$ cat src/rtl/msg_pkg.sv
// Shared constants and FSM state type for the message loader.
package msg_pkg;

  localparam logic [7:0] CHAR_CR          = 8'h0D;
  localparam logic [7:0] CHAR_ESC         = 8'h1B;
  localparam logic [7:0] DEFAULT_PAD_CHAR = 8'h20;

  typedef enum logic [1:0] {
    IDLE,
    FILL,
    DISCARD,
    COMMIT
  } state_e;

endpackage

$ cat src/rtl/msg_loader_if.sv
// Valid/ready character stream feeding the message loader.
interface msg_loader_if #(
  parameter int unsigned CHAR_WIDTH = 8
);

  logic                  in_valid;
  logic [CHAR_WIDTH-1:0] in_data;
  logic                  in_ready;

  modport master (output in_valid, output in_data, input in_ready);
  modport slave  (input in_valid, input in_data, output in_ready);

endinterface

$ cat src/rtl/msg_bank.sv
// MSG_LEN x CHAR_WIDTH register file: one synchronous write port, one combinational read port.
module msg_bank #(
  parameter int unsigned MSG_LEN    = 11,
  parameter int unsigned CHAR_WIDTH = 8,
  localparam int unsigned AW        = $clog2(MSG_LEN)
) (
  input  logic                  clk,
  input  logic                  we,
  input  logic [AW-1:0]         waddr,
  input  logic [CHAR_WIDTH-1:0] wdata,
  input  logic [AW-1:0]         raddr,
  output logic [CHAR_WIDTH-1:0] rdata
);

  logic [CHAR_WIDTH-1:0] mem_q [MSG_LEN];
  logic                  waddr_ok;
  logic                  raddr_ok;

  always_comb begin
    waddr_ok = ({1'b0, waddr} < (AW+1)'(MSG_LEN));
    raddr_ok = ({1'b0, raddr} < (AW+1)'(MSG_LEN));
    rdata    = raddr_ok ? mem_q[raddr] : '0;
  end

  always_ff @(posedge clk) begin
    if (we && waddr_ok) begin
      mem_q[waddr] <= wdata;
    end
  end

endmodule

$ cat src/rtl/msg_loader.sv
// Double-buffered message loader: CR atomically swaps the assembled shadow bank in.
// Optional MSG_LOADER_UPCASE_EN stores lowercase letters as uppercase.
module msg_loader
  import msg_pkg::*;
#(
  parameter int unsigned          MSG_LEN    = 11,
  parameter int unsigned          CHAR_WIDTH = 8,
  parameter logic [CHAR_WIDTH-1:0] PAD_CHAR  = CHAR_WIDTH'(DEFAULT_PAD_CHAR),
  localparam int unsigned         AW         = $clog2(MSG_LEN),
  localparam int unsigned         LW         = $clog2(MSG_LEN + 1)
) (
  input  logic                  clk,
  input  logic                  rst_n,
  msg_loader_if.slave           in_if,
  input  logic [AW-1:0]         rd_addr,
  output logic [CHAR_WIDTH-1:0] rd_data,
  output logic [LW-1:0]         msg_len,
  output logic                  msg_update,
  output logic                  overflow
);

  state_e          state_q, state_d;
  logic [LW-1:0]   count_q, count_d;
  logic [LW-1:0]   msg_len_q, msg_len_d;
  logic            active_q, active_d;
  logic            overflow_q, overflow_d;
  logic            msg_update_q, msg_update_d;

  logic                  accept;
  logic                  is_cr;
  logic                  is_esc;
  logic                  wr_en;
  logic [AW-1:0]         wr_addr;
  logic [CHAR_WIDTH-1:0] wr_data;
  logic [CHAR_WIDTH-1:0] rdata0, rdata1;

  always_comb begin
    in_if.in_ready = (state_q != COMMIT);
    accept  = in_if.in_valid && in_if.in_ready;
    is_cr   = (in_if.in_data == CHAR_WIDTH'(CHAR_CR));
    is_esc  = (in_if.in_data == CHAR_WIDTH'(CHAR_ESC));
    wr_data = in_if.in_data;
`ifdef MSG_LOADER_UPCASE_EN
    if (in_if.in_data >= CHAR_WIDTH'(8'h61) && in_if.in_data <= CHAR_WIDTH'(8'h7A)) begin
      wr_data = in_if.in_data - CHAR_WIDTH'(8'h20);
    end
`endif
  end

  always_comb begin
    state_d      = state_q;
    count_d      = count_q;
    msg_len_d    = msg_len_q;
    active_d     = active_q;
    overflow_d   = overflow_q;
    msg_update_d = 1'b0;
    wr_en        = 1'b0;
    wr_addr      = count_q[AW-1:0];

    case (state_q)
      IDLE: begin
        if (accept && !is_cr && !is_esc) begin
          wr_en   = 1'b1;
          wr_addr = '0;
          count_d = LW'(1);
          state_d = FILL;
        end
      end
      FILL: begin
        if (accept) begin
          if (is_cr) begin
            state_d = COMMIT;
          end else if (is_esc) begin
            count_d = '0;
            state_d = IDLE;
          end else if (count_q < LW'(MSG_LEN)) begin
            wr_en   = 1'b1;
            count_d = count_q + LW'(1);
          end else begin
            state_d = DISCARD;
          end
        end
      end
      DISCARD: begin
        if (accept) begin
          if (is_cr) begin
            overflow_d = 1'b1;
            count_d    = '0;
            state_d    = IDLE;
          end else if (is_esc) begin
            count_d = '0;
            state_d = IDLE;
          end
        end
      end
      COMMIT: begin
        active_d     = ~active_q;
        msg_len_d    = count_q;
        overflow_d   = 1'b0;
        count_d      = '0;
        msg_update_d = 1'b1;
        state_d      = IDLE;
      end
      default: state_d = IDLE;
    endcase
  end

  always_ff @(posedge clk or negedge rst_n) begin
    if (!rst_n) begin
      state_q      <= IDLE;
      count_q      <= '0;
      msg_len_q    <= '0;
      active_q     <= 1'b0;
      overflow_q   <= 1'b0;
      msg_update_q <= 1'b0;
    end else begin
      state_q      <= state_d;
      count_q      <= count_d;
      msg_len_q    <= msg_len_d;
      active_q     <= active_d;
      overflow_q   <= overflow_d;
      msg_update_q <= msg_update_d;
    end
  end

  // The shadow bank is whichever one is not active.
  msg_bank #(.MSG_LEN(MSG_LEN), .CHAR_WIDTH(CHAR_WIDTH)) u_bank0 (
    .clk   (clk),
    .we    (wr_en && active_q),
    .waddr (wr_addr),
    .wdata (wr_data),
    .raddr (rd_addr),
    .rdata (rdata0)
  );

  msg_bank #(.MSG_LEN(MSG_LEN), .CHAR_WIDTH(CHAR_WIDTH)) u_bank1 (
    .clk   (clk),
    .we    (wr_en && !active_q),
    .waddr (wr_addr),
    .wdata (wr_data),
    .raddr (rd_addr),
    .rdata (rdata1)
  );

  always_comb begin
    msg_len    = msg_len_q;
    msg_update = msg_update_q;
    overflow   = overflow_q;
    if (LW'(rd_addr) >= msg_len_q) begin
      rd_data = PAD_CHAR;
    end else begin
      rd_data = active_q ? rdata1 : rdata0;
    end
  end

endmodule

$ cat src/flat_wrapper.sv
// flat-port wrapper written by rule: the top's interface ports become plain ports
module msg_loader_flat import msg_pkg::*;
#(
  parameter int unsigned          MSG_LEN    = 11,
  parameter int unsigned          CHAR_WIDTH = 8,
  parameter logic [CHAR_WIDTH-1:0] PAD_CHAR  = CHAR_WIDTH'(DEFAULT_PAD_CHAR),
  localparam int unsigned         AW         = $clog2(MSG_LEN),
  localparam int unsigned         LW         = $clog2(MSG_LEN + 1)
)
  (clk, rst_n, rd_addr, rd_data, msg_len, msg_update, overflow, in_if_in_valid, in_if_in_data, in_if_in_ready);
  msg_loader_if #(.CHAR_WIDTH(CHAR_WIDTH)) in_if_i ();
  input  logic clk;
  input  logic rst_n;
  input  logic [AW-1:0] rd_addr;
  output logic [CHAR_WIDTH-1:0] rd_data;
  output logic [LW-1:0] msg_len;
  output logic msg_update;
  output logic overflow;
  input wire logic [$bits(in_if_i.in_valid)-1:0] in_if_in_valid;
  input wire logic [$bits(in_if_i.in_data)-1:0] in_if_in_data;
  output wire logic [$bits(in_if_i.in_ready)-1:0] in_if_in_ready;
  assign in_if_i.in_valid = in_if_in_valid;
  assign in_if_i.in_data = in_if_in_data;
  assign in_if_in_ready = in_if_i.in_ready;
  msg_loader #(.MSG_LEN(MSG_LEN), .CHAR_WIDTH(CHAR_WIDTH), .PAD_CHAR(PAD_CHAR)) u_core (.clk(clk), .rst_n(rst_n), .in_if(in_if_i), .rd_addr(rd_addr), .rd_data(rd_data), .msg_len(msg_len), .msg_update(msg_update), .overflow(overflow));
endmodule
$ cat config.mk
export PLATFORM = sky130hd
export DESIGN_NAME = msg_loader_flat
export DESIGN_NICKNAME = d
export VERILOG_FILES = /design/src/rtl/msg_pkg.sv /design/src/rtl/msg_loader_if.sv /design/src/rtl/msg_bank.sv /design/src/rtl/msg_loader.sv /design/src/flat_wrapper.sv
export SDC_FILE = /design/constraint.sdc
export NUM_CORES = 1
export LEC_CHECK = 0
export BUFFER_PORTS_ARGS = -buffer_cell sky130_fd_sc_hd__buf_4
export CORE_MARGIN = 2
export CORE_UTILIZATION = 25
export CTS_CLUSTER_SIZE = 20
export DETAILED_ROUTE_END_ITERATION = 7
export PLACE_DENSITY_LB_ADDON = 0.08
export SYNTH_ARGS = -nofsm -noshare
export SYNTH_HDL_FRONTEND = slang
export SYNTH_SLANG_ARGS = --single-unit
export TNS_END_PERCENT = 10
$ cat constraint.sdc
create_clock -name clk -period 8.6 [get_ports clk]
set_clock_uncertainty 0.05 [all_clocks]
set_input_delay 0.43 -clock clk [delete_from_list [all_inputs] [get_ports clk]]
set_output_delay 0.43 -clock clk [all_outputs]
set_load 0.01 [all_outputs]
==> impl_metrics.csv <==
group,metric,value,unit
layout,final_common_cell,"edfxtp_1",
critical_path,crit_type,"input pin to output port",
sta,worst_pin_slew,1180,ps
layout,num-nets-final,484,
synthesis,ys_types,46,
clock_tree,cts.path.max_buffers,2,
synthesis,synth_top_family_by_area,"multiplexers",
routing,wirelength,19.8,mm
synthesis,netlist_area,7790,um2
layout,syn2layout_area_growth,15.7,%
grt,grt_overflow,0,
sta,layout_setup_ws,4810,ps
synthesis,synth-simple-area-share,5.67,%
synthesis,synth_compound_area_share,3.69,%
synthesis,postSynthNetCount,456,
placement,place_congestion,0.744,
routing,ant_nets,0,
routing,drc,0,
synthesis,synthXorXnorAreaFrac,0.112,%
power,internal-power,1620,uW
sta,relSlewSlack,20.9,%
power,p_leak,0.00290,uW
power,seqPwrFrac,50.0,%
synthesis,avgSynthCellArea,17.9,um2
critical_path,crit_buf_inv,3,
clock_tree,htree_levels,4,
clock_tree,cts-resized-gates,0,
routing,first_pass_iters,4,
hold_path,hold_path.class,"input pin to register",
routing,vias,3999,
grt,grt_pass1_vias,4164,
sta,fin_crit_sh,44.1,%
synthesis,yosys_most_used_dff,"edfxtp_1",
critical_path,worst-path-max-fanout,51,
routing,wl_per_cell,22.7,um
clock_tree,cts_made_buffers,17,
grt,grt_pass1_wl,29.3,mm
synthesis,yosysWarnings,0,
power,ir_drop,0.124,mV
placement,pre_cts_slack,4680,ps
run,cap_violations,0,
sta,fmax,264,MHz
power,pwr_density_cell,246,nW/um2
power,p_sw,597,uW
placement,port-buffer-count,29,
status,outcome,"finished clean",
clock_tree,clk_pin_slew,70,ps
die,die_area,32600,um2
critical_path,worstPathArrival,3310,ps
sta,setup_tns,0,ps
synthesis,synth.yosys.seq_area_share,72.0,%
routing,drt_iter0_markers,290,
sta,rsz0062_at_grt,"no",
placement,place_area,8440,um2
die,die_h,181,um
clock_tree,clk_latency,430,ps
critical_path,critPathSlowestCell,"o21ai_0",
critical_path,cp_cell_sequence,"buf_4 -> inv_1 -> ha_1 -> nand2b_1 -> a21oi_1 -> o21ai_0 -> o21bai_1 -> a21oi_1 -> buf_4",
placement,hpwl,12.2,mm
die,ios,30,
clock_tree,ctsHoldBuffers,1,
die,start_util,25.4,%
synthesis,ys_ff_latch,189,
power,clkPwrFrac,34.2,%
sta,hold_viol,0,
power,pwr-share-comb,15.8,%
synthesis,synth_edf_count,176,
die,coreArea,30700,um2
critical_path,end_kind,"output port",
sta,setup_viol,0,
critical_path,crit_required,8120,ps
sta,holdWs,264,ps
layout,layout-drive-gt1-share,25.8,%
critical_path,start_kind,"input pin",
synthesis,synth_fa_ha_area_share,0.803,%
synthesis,synthArstFlopShare,6.88,%
clock_tree,clockRootBuffer,"clkbuf_16",
critical_path,cp_slowest_stage_delay,750,ps
critical_path,cp_top_family,"compound AO/OA/AOI/OAI gates",
layout,layout_common_cells,"176 x edfxtp_1, 46 x mux4_2, 35 x nand2_1",
synthesis,yosys-mux-area-fraction,15.7,%
sta,maxSlewViolCount,0,
clock_tree,cts_setup_buffers,0,
grt,grt.total_usage,12.6,%
routing,detail_route.vias_per_cell,4.58,
die,die_x,181,um
grt,grt_max_degree,52,
power,p_sw_share,26.9,%
clock_tree,clock_sinks,189,
sta,period_minus_slack,3790,ps
critical_path,rrSetupSlack,5450,ps
die,rows,64,
grt,antenna_found_initial,0,
synthesis,synthCells,436,
clock_tree,cts_tree,"done",
layout,final_area,9020,um2
==> worst min-delay path, delay by kind of cell <==
family                 cells  cell delay, ps
and+or+nand+nor            1              70
buffers and inverters      1             140
AOI/OAI and AO/OA          1              60
==> sequential cells by signal, summed over array words and instances (netlist names) <==
register              count
u_core.count_q            4
u_core.active_q           1
u_core.u_bank0.mem_q     88
u_core.u_bank1.mem_q     88
u_core.state_q            2
u_core.msg_len            4
u_core.overflow           1
u_core.msg_update         1
==> synthesized netlist by cell type, types with 2 or more instances <==
| library cell | n | area share, % |
|---|---|---|
| edfxtp_1 | 176 | 68 |
| clkbuf_1 | 13 | 0.63 |
| o21a_1 | 2 | 0.19 |
| dfrtp_1 | 13 | 4.2 |
| o21ai_0 | 12 | 0.77 |
| buf_4 | 3 | 0.29 |
| buf_2 | 3 | 0.19 |
| nor2_1 | 28 | 1.3 |
| inv_1 | 12 | 0.58 |
| mux4_2 | 46 | 13 |
| nand2_1 | 35 | 1.7 |
| buf_6 | 2 | 0.29 |
| buf_1 | 2 | 0.096 |
| ha_1 | 5 | 0.80 |
| nor4_1 | 2 | 0.16 |
| and3b_1 | 2 | 0.22 |
| or3_1 | 2 | 0.16 |
| mux2i_1 | 5 | 0.64 |
| nor3_1 | 5 | 0.32 |
| nand3b_1 | 3 | 0.29 |
| nand3_1 | 7 | 0.45 |
| a21oi_1 | 21 | 1.3 |
| mux2_2 | 12 | 1.7 |
| nand2b_1 | 3 | 0.24 |
==> power by group through the flow <==
stage	Clock, uW	Combinational, uW	Sequential [uW]
4_1_cts	775	360	1110
3_5_place_dp	0	358	1130
3_3_place_gp	0	357	1130
5_1_grt	815	390	1120
2_1_floorplan	0	225	1110
6_report	759	350	1110
==> cells by family after synthesis <==
family          after synthesis
mux                          63
buf+inv                      35
simple gates                 95
flops                       189
compound gates               48
fa+ha+maj                     5
xor+xnor                      1
==> per-stage QoR <==
stage	instances	total power, uW	util [%]
6_report	874	2220	29.4
5_1_grt	873	2320	29.4
4_1_cts	873	2250	29.4
3_5_place_dp	840	1490	27.5
3_3_place_gp	840	1490	27.5
2_1_floorplan	436	1330	-
==> final timing paths <==
| check | from | to | cells after the start |
|---|---|---|---|
| max | rd_addr[0] | rd_data[2] | 9 |
| min | in_if_in_valid | u_core.state_q[0]$_DFFE_PN0P_ | 3 |
| max reg2reg | u_core.count_q[1]$_DFFE_PN0P_ | u_core.u_bank1.mem_q[4][1]$_DFFE_PP_ | 6 |
| min reg2reg | u_core.overflow$_DFFE_PN0P_ | u_core.overflow$_DFFE_PN0P_ | 2 |
| max in group asynchronous | rst_n | u_core.msg_len[2]$_DFFE_PN0P_ | 2 |
| min in group asynchronous | rst_n | u_core.msg_len[0]$_DFFE_PN0P_ | 2 |
==> final cells by class <==
class	count	area [um2]
clock buffers	20	437
diodes	1	2.50
well taps	396	495
inverters	12	45.0
flip-flops and latches	189	5610
multi-input cells	212	2060
clock inverters	12	121
repair buffers	32	243
fillers	3023	21700
==> layer usage <==
metal / track usage (%) / vias up / routed length (um)
li1: - / 1789 / -
met3: 2.43 / 12 / 505
met2: 19.5 / 76 / 9360
met5: 0 / - / 0
met4: 3.65 / 0 / 195
met1: 18.2 / 2122 / 9790
Power figures use the tool's default switching activity.
